## config.mk

```make
export PLATFORM = sky130hd
export DESIGN_NAME = riscv_test_monitor
export DESIGN_NICKNAME = d
export VERILOG_FILES = /design/src/rtl/riscv_test_monitor.sv
export SDC_FILE = /design/constraint.sdc
export NUM_CORES = 1
export LEC_CHECK = 0
export CAP_MARGIN = 20
export CELL_PAD_IN_SITES_DETAIL_PLACEMENT = 1
export CELL_PAD_IN_SITES_GLOBAL_PLACEMENT = 1
export CORE_AREA = 2 2 154 156
export CTS_BUF_LIST = sky130_fd_sc_hd__clkbuf_8
export CTS_CLUSTER_DIAMETER = 200
export DETAILED_ROUTE_END_ITERATION = 8
export DIE_AREA = 0 0 156 158
export PLACE_DENSITY_LB_ADDON = 0.1
export SETUP_SLACK_MARGIN = 0.4
export SLEW_MARGIN = 20
export SYNTH_ARGS = -nofsm -noshare
export SYNTH_HDL_FRONTEND = slang
export SYNTH_SLANG_ARGS = --single-unit
export TNS_END_PERCENT = 5
```

## constraint.sdc

```tcl
create_clock -name clk -period 5.3 [get_ports clk]
set_input_delay 0.53 -clock clk [delete_from_list [all_inputs] [get_ports clk]]
set_output_delay 0.53 -clock clk [all_outputs]
set_load 0.05 [all_outputs]
```

## src/rtl/riscv_test_monitor.sv

```systemverilog
// riscv_test_monitor: snoops register write-back to track the done, pass and
// test-number registers of a compliance test, counts RUN/SETTLE cycles and
// taken jumps, and holds a sticky pass/fail/timeout verdict.
// All inputs pass through one register stage before any decision is made.
module riscv_test_monitor #(
    parameter int DATA_W      = 32,
    parameter int ADDR_W      = 5,
    parameter int DONE_REG    = 26,
    parameter int PASS_REG    = 27,
    parameter int TNUM_REG    = 3,
    parameter int SETTLE_CYC  = 20,
    parameter int TIMEOUT_CYC = 500000,
    parameter int CNT_W       = 32
) (
    input  logic              clk,
    input  logic              rst,
    input  logic              en,
    input  logic              wr_en,
    input  logic [ADDR_W-1:0] wr_addr,
    input  logic [DATA_W-1:0] wr_data,
    input  logic              jump_flag,
    output logic [2:0]        state,
    output logic              done,
    output logic              pass,
    output logic [DATA_W-1:0] fail_testnum,
    output logic [DATA_W-1:0] cur_testnum,
    output logic              testnum_chg,
    output logic [CNT_W-1:0]  cycle_cnt,
    output logic [CNT_W-1:0]  jump_cnt
);

    localparam int SET_W = $clog2(SETTLE_CYC + 1);

    typedef enum logic [2:0] {
        ST_IDLE    = 3'd0,
        ST_RUN     = 3'd1,
        ST_SETTLE  = 3'd2,
        ST_PASS    = 3'd3,
        ST_FAIL    = 3'd4,
        ST_TIMEOUT = 3'd5
    } state_t;

    state_t state_q, state_nx;

    logic              en_q;
    logic              wr_en_q;
    logic [ADDR_W-1:0] wr_addr_q;
    logic [DATA_W-1:0] wr_data_q;
    logic              jump_q;

    logic              pass_sh;
    logic [DATA_W-1:0] tnum_sh;
    logic [SET_W-1:0]  settle_cnt;

    logic              wr_ok, tnum_wr, pass_wr, done_wr;
    logic              pass_fwd;
    logic [DATA_W-1:0] tnum_fwd;
    logic              run_start, counting, timeout_hit, settle_last, enter_fail;

    // Decoded write-back events; index 0 is the hard-wired zero register.
    assign wr_ok       = wr_en_q && (wr_addr_q != '0);
    assign tnum_wr     = wr_ok && (wr_addr_q == ADDR_W'(TNUM_REG));
    assign pass_wr     = wr_ok && (wr_addr_q == ADDR_W'(PASS_REG));
    assign done_wr     = wr_ok && (wr_addr_q == ADDR_W'(DONE_REG)) && (wr_data_q == DATA_W'(1));
    // A shadow write landing on the decision cycle is forwarded into it.
    assign pass_fwd    = pass_wr ? (wr_data_q == DATA_W'(1)) : pass_sh;
    assign tnum_fwd    = tnum_wr ? wr_data_q : tnum_sh;
    assign run_start   = (state_q == ST_IDLE) && en_q;
    assign counting    = (state_q == ST_RUN) || (state_q == ST_SETTLE);
    assign timeout_hit = (64'(cycle_cnt) == 64'(TIMEOUT_CYC - 1));
    assign settle_last = (settle_cnt == SET_W'(SETTLE_CYC - 1));
    assign enter_fail  = ((state_q == ST_RUN) && (state_nx == ST_TIMEOUT)) ||
                         ((state_q == ST_SETTLE) && (state_nx == ST_FAIL));

    assign state       = state_q;
    assign cur_testnum = tnum_sh;

    // Register every input so no input reaches an output combinationally.
    always_ff @(posedge clk or posedge rst) begin
        if (rst) begin
            en_q      <= 1'b0;
            wr_en_q   <= 1'b0;
            wr_addr_q <= '0;
            wr_data_q <= '0;
            jump_q    <= 1'b0;
        end else begin
            en_q      <= en;
            wr_en_q   <= wr_en;
            wr_addr_q <= wr_addr;
            wr_data_q <= wr_data;
            jump_q    <= jump_flag;
        end
    end

    // Next-state selection; a low enable always returns to IDLE.
    always_comb begin
        state_nx = state_q;
        if (!en_q) begin
            state_nx = ST_IDLE;
        end else begin
            case (state_q)
                ST_IDLE:    state_nx = ST_RUN;
                ST_RUN: begin
                    if (done_wr)          state_nx = ST_SETTLE;
                    else if (timeout_hit) state_nx = ST_TIMEOUT;
                end
                ST_SETTLE: begin
                    if (settle_last) state_nx = pass_fwd ? ST_PASS : ST_FAIL;
                end
                ST_PASS:    state_nx = ST_PASS;
                ST_FAIL:    state_nx = ST_FAIL;
                ST_TIMEOUT: state_nx = ST_TIMEOUT;
                default:    state_nx = ST_IDLE;
            endcase
        end
    end

    // State register with registered verdict flags decoded from the next state.
    always_ff @(posedge clk or posedge rst) begin
        if (rst) begin
            state_q <= ST_IDLE;
            done    <= 1'b0;
            pass    <= 1'b0;
        end else begin
            state_q <= state_nx;
            done    <= (state_nx == ST_PASS) || (state_nx == ST_FAIL) || (state_nx == ST_TIMEOUT);
            pass    <= (state_nx == ST_PASS);
        end
    end

    // Settle delay counter, zero outside SETTLE.
    always_ff @(posedge clk or posedge rst) begin
        if (rst) begin
            settle_cnt <= '0;
        end else if (state_q == ST_SETTLE) begin
            settle_cnt <= settle_cnt + SET_W'(1);
        end else begin
            settle_cnt <= '0;
        end
    end

    // Saturating cycle and jump counters; cleared on run start, frozen otherwise.
    always_ff @(posedge clk or posedge rst) begin
        if (rst) begin
            cycle_cnt <= '0;
            jump_cnt  <= '0;
        end else if (run_start) begin
            cycle_cnt <= '0;
            jump_cnt  <= '0;
        end else if (counting) begin
            if (cycle_cnt != '1)           cycle_cnt <= cycle_cnt + CNT_W'(1);
            if (jump_q && jump_cnt != '1)  jump_cnt  <= jump_cnt + CNT_W'(1);
        end
    end

    // Shadow registers, test-number change strobe and failing test number.
    always_ff @(posedge clk or posedge rst) begin
        if (rst) begin
            pass_sh      <= 1'b0;
            tnum_sh      <= '0;
            testnum_chg  <= 1'b0;
            fail_testnum <= '0;
        end else begin
            testnum_chg <= (state_q != ST_IDLE) && tnum_wr && (wr_data_q != tnum_sh);
            if (run_start) begin
                pass_sh <= 1'b0;
                tnum_sh <= '0;
            end else if (state_q != ST_IDLE) begin
                if (pass_wr) pass_sh <= (wr_data_q == DATA_W'(1));
                if (tnum_wr) tnum_sh <= wr_data_q;
            end
            if (enter_fail) fail_testnum <= tnum_fwd;
        end
    end

endmodule
```

Word-level counts from Yosys, hierarchy flattened --
Index checks and enable logic that the tools add are counted.
Word-level totals: register bits after elaboration 180, input port bits 42, output and inout port bits 134
Operators by class: $add $sub $neg 3, equal/unequal tests 17, mux-type cells 19, reduce and logical (&&, ||, !) cells 24
Operator list (count):
- 32-bit 2-to-1 mux | 9
- 32-bit by 1-bit adder with 32-bit output (second input constant) | 2
- 32-bit != test (second input constant) | 2
- 32-bit by 1-bit equality test with 1-bit output (second input constant) | 1
- 32-bit by 19-bit equality test with 1-bit output (second input constant) | 1
- 32-bit != test | 1
- 3-bit case mux with 6 select lines | 1
- 5-bit equality test (second input constant) | 3
- 3-bit 2-to-1 mux | 5
- 3-bit equality test (second input constant) | 4
- 1-bit logical AND | 11
- 3-bit by 2-bit equality test with 1-bit output (second input constant) | 3
- 2-bit nonzero test | 4
- 5-bit by 1-bit adder with 5-bit output (second input constant) | 1
- 5-bit by 2-bit equality test with 1-bit output (second input constant) | 1
- 5-bit 2-to-1 mux | 1
- 5-bit nonzero test | 1
- 1-bit logical OR | 4
- 2-bit AND reduction | 2
- 3-bit by 1-bit equality test with 1-bit output (second input constant) | 1
- 3-bit logical NOT | 1
- 1-bit 2-to-1 mux | 3
- 3-bit nonzero test | 1

Depth between registers and ports, before layout --
Gate-level depths: netlist (run 1).
depth in word-level cells 11, gate-level depth with buffers 8, mapped depth without buffers 7

Least setup slack after synthesis (run 1) --
No wires, ideal clock.
kind flip-flop to flip-flop, start point reg cycle_cnt[5], end point reg cycle_cnt[26], data arrival time 2.732 ns, required time 5.233 ns, path slack 2.501 ns, stages on the path, launching flop included 9, period minus slack after synthesis 2.799 ns, cells stage by stage dfrtp_1 > nand4_2 > or4_1 > buf_2 > or2_4 > a211o_1 > buf_6 > or4_1 > nand2_1
Between the ends: longest elaborated chain between the ends 4, elaborated cells on any way between the ends 7, classes of those cells add/sub (1); eq/ne (1); mux (3); reduce/logical (2)
RTL lines:
- from (decl) | line 28 | output logic [CNT_W-1:0] cycle_cnt,
- from (signal assigned) | line 151 | if (cycle_cnt != '1) cycle_cnt <= cycle_cnt + CNT_W'(1);
- 32-bit by 1-bit adder with 32-bit output | line 151
- 32-bit 2-to-1 mux | line 151
- 32-bit 2-to-1 mux | line 150 | end else if (counting) begin
- 32-bit 2-to-1 mux | line 147 | end else if (run_start) begin
Parallel ways exist; a longest one is shown, timed or not. The select of a mux whose other input is x is not followed. A chain may end at the register's enable or synchronous reset.

Worst setup path after layout (run 1) --
start point reg state_q[2], in the netlist state[2], end point reg cycle_cnt[27]
Between the ends: longest elaborated chain between the ends 4, elaborated cells on any way between the ends 9, classes of those cells eq/ne (2); mux (1); reduce/logical (6)
RTL lines:
- from (decl) | line 43 | state_t state_q, state_nx;
- from (signal assigned) | line 125 | state_q <= state_nx;
- 3-bit by 1-bit equality test with 1-bit output (tied with other cells) | line 69 | assign counting = (state_q == ST_RUN) || (state_q == ST_SETTLE);
- 1-bit logical OR or 1-bit logical AND (tied branches) | line 69, 68
- 2-bit nonzero test (no source line)
- 2-bit AND reduction (no source line)
Parallel ways exist; a longest one is shown, timed or not.

==> results of run 1 <==
registers in the layout, summed over array words and instances (netlist names), 3 cells and up:
name and flops:
cur_testnum 32, cycle_cnt 32, fail_testnum 32, jump_cnt 32, wr_data_q 32, settle_cnt 5
wr_addr_q 5, state 3
worst reg2reg max path: cells and delay by family, from the launching register on:
family | cells | cell delay [ns]
AND/OR/NAND/NOR | 3 | 1.67
AO/OA/AOI/OAI | 2 | 0.76
flip-flops | 1 | 0.52
where the power goes:
part,switching [mW],internal (mW)
Combinational,0.162,0.0966
Clock,0.562,0.344
Sequential,0.0521,1.41
Total,0.777,1.85
layout make-up:
type / instances / area (um2)
fillers: 2514 / 12200
flip-flops and latches: 180 / 4500
multi-input cells: 556 / 3670
repair buffers: 182 / 1840
well taps: 290 / 363
clock buffers: 17 / 234
clock inverters: 15 / 140
inverters: 17 / 67.6
diodes: 1 / 2.50
routing by layer:
| layer | up-vias | wire [um] |
|---|---|---|
| met3 | 17 | 1130 |
| met5 | - | 13 |
| met4 | 2 | 253 |
| met2 | 135 | 11100 |
| li1 | 3116 | - |
| met1 | 3335 | 10500 |
logic make-up (layout without fill, tap and decap cells):
kind of cell             after synthesis  in the layout
AND/OR/NAND/NOR                      309            309
flip-flops                           180            180
AO/OA/AOI/OAI                         99             99
XOR/XNOR                              77             77
multiplexers                          68             68
buffers and inverters                 50            231
adder cells (fa/ha/maj)                3              3
other                                  0              1
final timing paths:
kind / end / slack (ns) / cells past startpoint
min in group asynchronous: cur_testnum[8] / 0.59 / 3
max in group asynchronous: jump_cnt[1] / 4.10 / 3
worst min register to register: settle_cnt[0] / 0.48 / 1
worst max register to register: cycle_cnt[27] / 2.30 / 5
worst min-delay path: settle_cnt[0] / 0.48 / 1
worst max-delay path: cycle_cnt[27] / 2.30 / 5
cells in the final DEF, fill, tap and decap left out, types with 17 or more instances in the layout:
cell               n
o21ai_0           44
dfrtp_1          180
nor3_1            19
nand3_1           27
nor2_1            59
mux2_2            64
nand4_1           27
nor4_1            22
xnor2_1           72
clkbuf_8          17
clkdlybuf4s50_1  175
nand2_1           96
through the flow:
stage          instances  hold WS (ns)
6_report            1258         0.477
5_1_grt             1257         0.447
4_1_cts             1256         0.452
3_5_place_dp        1224         0.472
3_3_place_gp        1224         0.449
2_1_floorplan        786         0.433
==> flow_metrics.env, run 1 <==
export IMPL_final_setup_worst_slack_ns=2.30
export IMPL_crit_buf_inv=0
export IMPL_ios=176
export IMPL_timing_rr_start="state[2]"
export IMPL_die_y_um=158
export IMPL_antenna_found_initial=1
export IMPL_hpwl_um=16000
export IMPL_met3_usage=0.0463
export IMPL_postSynthNetCount=831
export IMPL_seq_area_frac_synth=0.538
export IMPL_clock_skew_ns=0.0235
export IMPL_antenna_left=0
export IMPL_crit_fanout=50
export IMPL_via_per_inst=5.25
export IMPL_cts_tree="done"
export IMPL_drive_above_1_share=0.121
export IMPL_cts_root_buf="clkbuf_8"
export IMPL_final_area_um2=10800
export IMPL_drt_iter0_markers=210
export IMPL_path_class="flop to flop"
export IMPL_synthToLayoutAreaGrowth_pct=29.3
export IMPL_worst_ep_arrival_time_ns=3.40
export IMPL_crit_chain="nor3_1 -> nand2_4 -> a2111o_1 -> or4_1 -> a21oi_1"
export IMPL_cp_top_family="simple AND/OR/NAND/NOR gates"
export IMPL_die_w_um=156
export IMPL_grt_max_degree=138
export IMPL_place_congestion=0.760
export IMPL_cts_hold_buf=0
export IMPL_rsz0062_at_grt="no"
export IMPL_p_per_area_nw_per_um2=242
export IMPL_synth_mux_area_frac=0.0909
export IMPL_power_leakage_nw=4.29
export IMPL_use_met1=0.258
export IMPL_synth_xor_area_frac=0.0806
export IMPL_remaining_drc_errors=0
export IMPL_wl_per_cell_um=18.3
export IMPL_placed_area_um2=10400
export IMPL_cts_resized_gates=0
export IMPL_status="finished, final reports clean"
export IMPL_grtUsageTotal=0.195
export IMPL_tightest_slew_ns=0.893
export IMPL_slew_viol_final=0
export IMPL_synth_area_leaders="dfrtp_1, mux2_2, xnor2_1, nand2_1, nor2_1"
export IMPL_rows=56
export IMPL_synth_edf_count=0
export IMPL_critPathMaxStageDelay_ns=0.71
export IMPL_ys_ff_latch=180
export IMPL_ys_types=54
export IMPL_dr_pass1_iters=4
export IMPL_relSlewSlack=0.400
export IMPL_synth_top_family_by_area="simple AND/OR/NAND/NOR gates"
export IMPL_synthSimpleGateAreaFrac=0.186
export IMPL_synth_compound_area_frac=0.0737
export IMPL_end_kind="flop"
export IMPL_h_tree_depth=4
export IMPL_grt_pass1_wl_um=37700
export IMPL_place_ws_ns=2.01
export IMPL_holdCritPathClass="flop to flop"
export IMPL_total_power_mw=2.62
export IMPL_start_kind="flop"
export IMPL_start_util=0.363
export IMPL_yosys_warnings=0
export IMPL_syn_inst=786
export IMPL_clock_latency_ns=0.47
export IMPL_grt_overflow=0
export IMPL_synth_async_reset_ratio=1.00
export IMPL_slowest_stage="nor3_1"
export IMPL_synthAdderAreaFrac=0.00449
export IMPL_setup_tns_ns=0
export IMPL_synth_ff_type="dfrtp_1"
export IMPL_crit_start="state[2]"
export IMPL_post_route_util=0.469
export IMPL_post_cts_buffers=0
export IMPL_setup_viol=0
export IMPL_final_hold_viol_count=0
export IMPL_fmax_mhz=333
export IMPL_first_global_vias=6891
export IMPL_die_area_um2=24600
export IMPL_vdd_drop_max_mv=0.137
export IMPL_wl_um=23100
export IMPL_crit_required_ns=5.70
export IMPL_finalCriticalPeriod_ns=3.00
export IMPL_ys_top_cells_by_count="dfrtp_1, nand2_1, xnor2_1"
export IMPL_port_buffers=175
export IMPL_syn_area_um2=8370
export IMPL_via_count=6605
export IMPL_synth_area_leader_cell="dfrtp_1"
export IMPL_cts_buffer_depth=2
export IMPL_min_delay_start="settle_cnt[0]"
export IMPL_top_usage_layer="met2"
export IMPL_clkTransAtPathRegs_ns=0.11
export IMPL_grt_use_met2=0.324
export IMPL_synth_avg_cell_area_um2=10.6
export IMPL_yosysMostFrequentCell="dfrtp_1"
export IMPL_clock_sinks=180
export IMPL_cts_buffers=17
export IMPL_period_share=0.567
export IMPL_fin_nets=999
export IMPL_synth_top_area_share=0.538
export IMPL_drv_cap=0
export IMPL_coreArea_um2=23100
Power figures use the tool's default switching activity.
==> run 2, diff against run 1 <==
clock period = 2.5 ns   (was 5.3 ns; I/O delays follow)
==> flow_metrics.env, run 2 (synthesis gave the netlist of run 1 again) <==
export IMPL_drv_cap=0
export IMPL_h_tree_depth=4
export IMPL_p_per_area_nw_per_um2=482
export IMPL_total_power_mw=5.92
export IMPL_clock_latency_ns=0.46
export IMPL_clock_sinks=180
export IMPL_fillers=2456
export IMPL_cts_tree="done"
export IMPL_combPwrFrac=0.114
export IMPL_crit_fanout=8
export IMPL_p_clk_frac=0.362
export IMPL_place_congestion=0.782
export IMPL_wl_per_cell_um=19.2
export IMPL_synthToLayoutAreaGrowth_pct=46.6
export IMPL_coreArea_um2=23100
export IMPL_clock_skew_ns=0.0193
export IMPL_drive_above_1_share=0.254
export IMPL_antenna_found_initial=0
export IMPL_cts_root_buf="clkbuf_8"
export IMPL_pwr_share_seq=0.524
export IMPL_swShare=0.287
export IMPL_final_cell_mix="dfrtp_1, clkdlybuf4s50_1, nand2_1"
export IMPL_hold_slack_ns=0.205
export IMPL_wl_um=25600
export IMPL_diodes=0
export IMPL_hpwl_um=17800
export IMPL_clkTransAtPathRegs_ns=0.11
export IMPL_first_global_vias=7284
export IMPL_die_w_um=156
export IMPL_start_util=0.363
export IMPL_holdCritPathClass="input port to asynchronous set/reset pin"
export IMPL_multiInputGateArea_um2=4290
export IMPL_cts_buffers=17
export IMPL_internal_power_mw=4.22
export IMPL_timing_rr_start="cycle_cnt[6]"
export IMPL_slew_viol_final=0
export IMPL_setup_viol=26
export IMPL_cts_hold_buf=0
export IMPL_antenna_left=0
export IMPL_period_share=1.02
export IMPL_p_switching_mw=1.70
export IMPL_layout_commonest_cell="dfrtp_1"
export IMPL_grt_overflow=0
export IMPL_rr_endpoint="fail_testnum[24]"
export IMPL_rsz0062_at_grt="yes"
export IMPL_fin_nets=1074
export IMPL_power_leakage_nw=5.30
export IMPL_via_count=7035
export IMPL_status="complete, but fails checks"
export IMPL_final_hold_viol_count=0
export IMPL_relSlewSlack=0.508
export IMPL_r2r_slack_ns=-0.05
export IMPL_end_kind="flop"
export IMPL_cts_buffer_depth=2
export IMPL_remaining_drc_errors=0
export IMPL_crit_required_ns=2.84
export IMPL_final_setup_worst_slack_ns=-0.0484
export IMPL_grtUsageTotal=0.205
export IMPL_ios=176
export IMPL_die_y_um=158
export IMPL_tightest_slew_ns=0.736
export IMPL_finalCriticalPeriod_ns=2.55
export IMPL_start_kind="flop"
export IMPL_grt_max_degree=54
export IMPL_port_buffers=175
export IMPL_dr_pass1_iters=4
export IMPL_path_class="flop to flop"
export IMPL_seqCellArea_um2=4520
export IMPL_vdd_drop_max_mv=0.288
export IMPL_die_area_um2=24600
export IMPL_via_per_inst=5.28
export IMPL_grt_pass1_wl_um=39800
export IMPL_rows=56
export IMPL_violations="setup timing"
export IMPL_fmax_mhz=392
export IMPL_worst_ep_arrival_time_ns=2.89
export IMPL_reg2reg_depth=8
export IMPL_drt_iter0_markers=344
==> run 2: final cells by class <==
| class | instances | area share |
|---|---|---|
| Timing Repair Buffer | 257 | 0.212 |
| Clock buffer | 18 | 0.0202 |
| Sequential cell | 180 | 0.368 |
| Clock inverter | 14 | 0.0150 |
| Tap cell | 290 | 0.0296 |
| Multi-Input combinational cell | 556 | 0.349 |
| Inverter | 17 | 0.00551 |
==> run 2: power groups by stage <==
stage / Combinational, mW / Sequential (mW) / Clock [mW]
after floorplan: 0.219 / 3.25 / 0
after global placement: 0.635 / 3.13 / 0
after detailed placement: 0.642 / 3.14 / 0
after CTS: 0.644 / 3.08 / 2.21
after global routing: 0.727 / 3.11 / 2.35
final: 0.675 / 3.10 / 2.14
==> run 2: per-stage QoR <==
step	TNS (ns)	setup slack [ns]	util	cells	instance area [um2]
finish	-0.708	-0.0484	0.532	1332	12300
global route	-3.25	-0.116	0.532	1332	12300
CTS	0	0.0225	0.501	1331	11600
detailed placement	-0.984	-0.0431	0.479	1295	11000
global placement	-0.355	-0.0146	0.479	1295	11000
floorplan	-16.05	-0.256	-	786	8380
==> run 2: worst max-delay path by stage <==
stage	startpoint	endpoint	slack, ns	cells after the start
after floorplan	rst	cycle_cnt[0]	-0.26	1
after global placement	cycle_cnt[21]	fail_testnum[18]	-0.01	9
after detailed placement	settle_cnt[1]	fail_testnum[19]	-0.04	8
after CTS	cycle_cnt[21]	fail_testnum[31]	0.02	10
after global routing	settle_cnt[1]	fail_testnum[29]	-0.12	9
final	cycle_cnt[6]	fail_testnum[24]	-0.05	8
==> run 2: per-layer routing <==
layer,track usage,part of all wire
met1,0.266,0.44
met2,0.342,0.49
met3,0.0476,0.047
met4,0.0616,0.020
met5,0,0
==> run 2: critical path, cell delays in order (launching register included) <==
cell and delay, ns:
dfrtp_1 0.42, or4_4 0.55, nor3_2 0.18, buf_4 0.14, o211ai_1 0.14, a211oi_4 0.33, buf_6 0.17, clkbuf_16 0.17
mux2_2 0.33
==> run 2: timing repair <==
item,in CTS,in global routing
pin swaps,3,81
endpoints found under the setup margin,87,122
cloned,1,1
setup buffers,3,0
gates resized for setup,7,156
==> run 3, diff against run 2 <==
HOLD_SLACK_MARGIN = 0.12   (was unset)
==> results of run 3 <==
The final DEF is identical to that of run 2; final timing and power are the same.
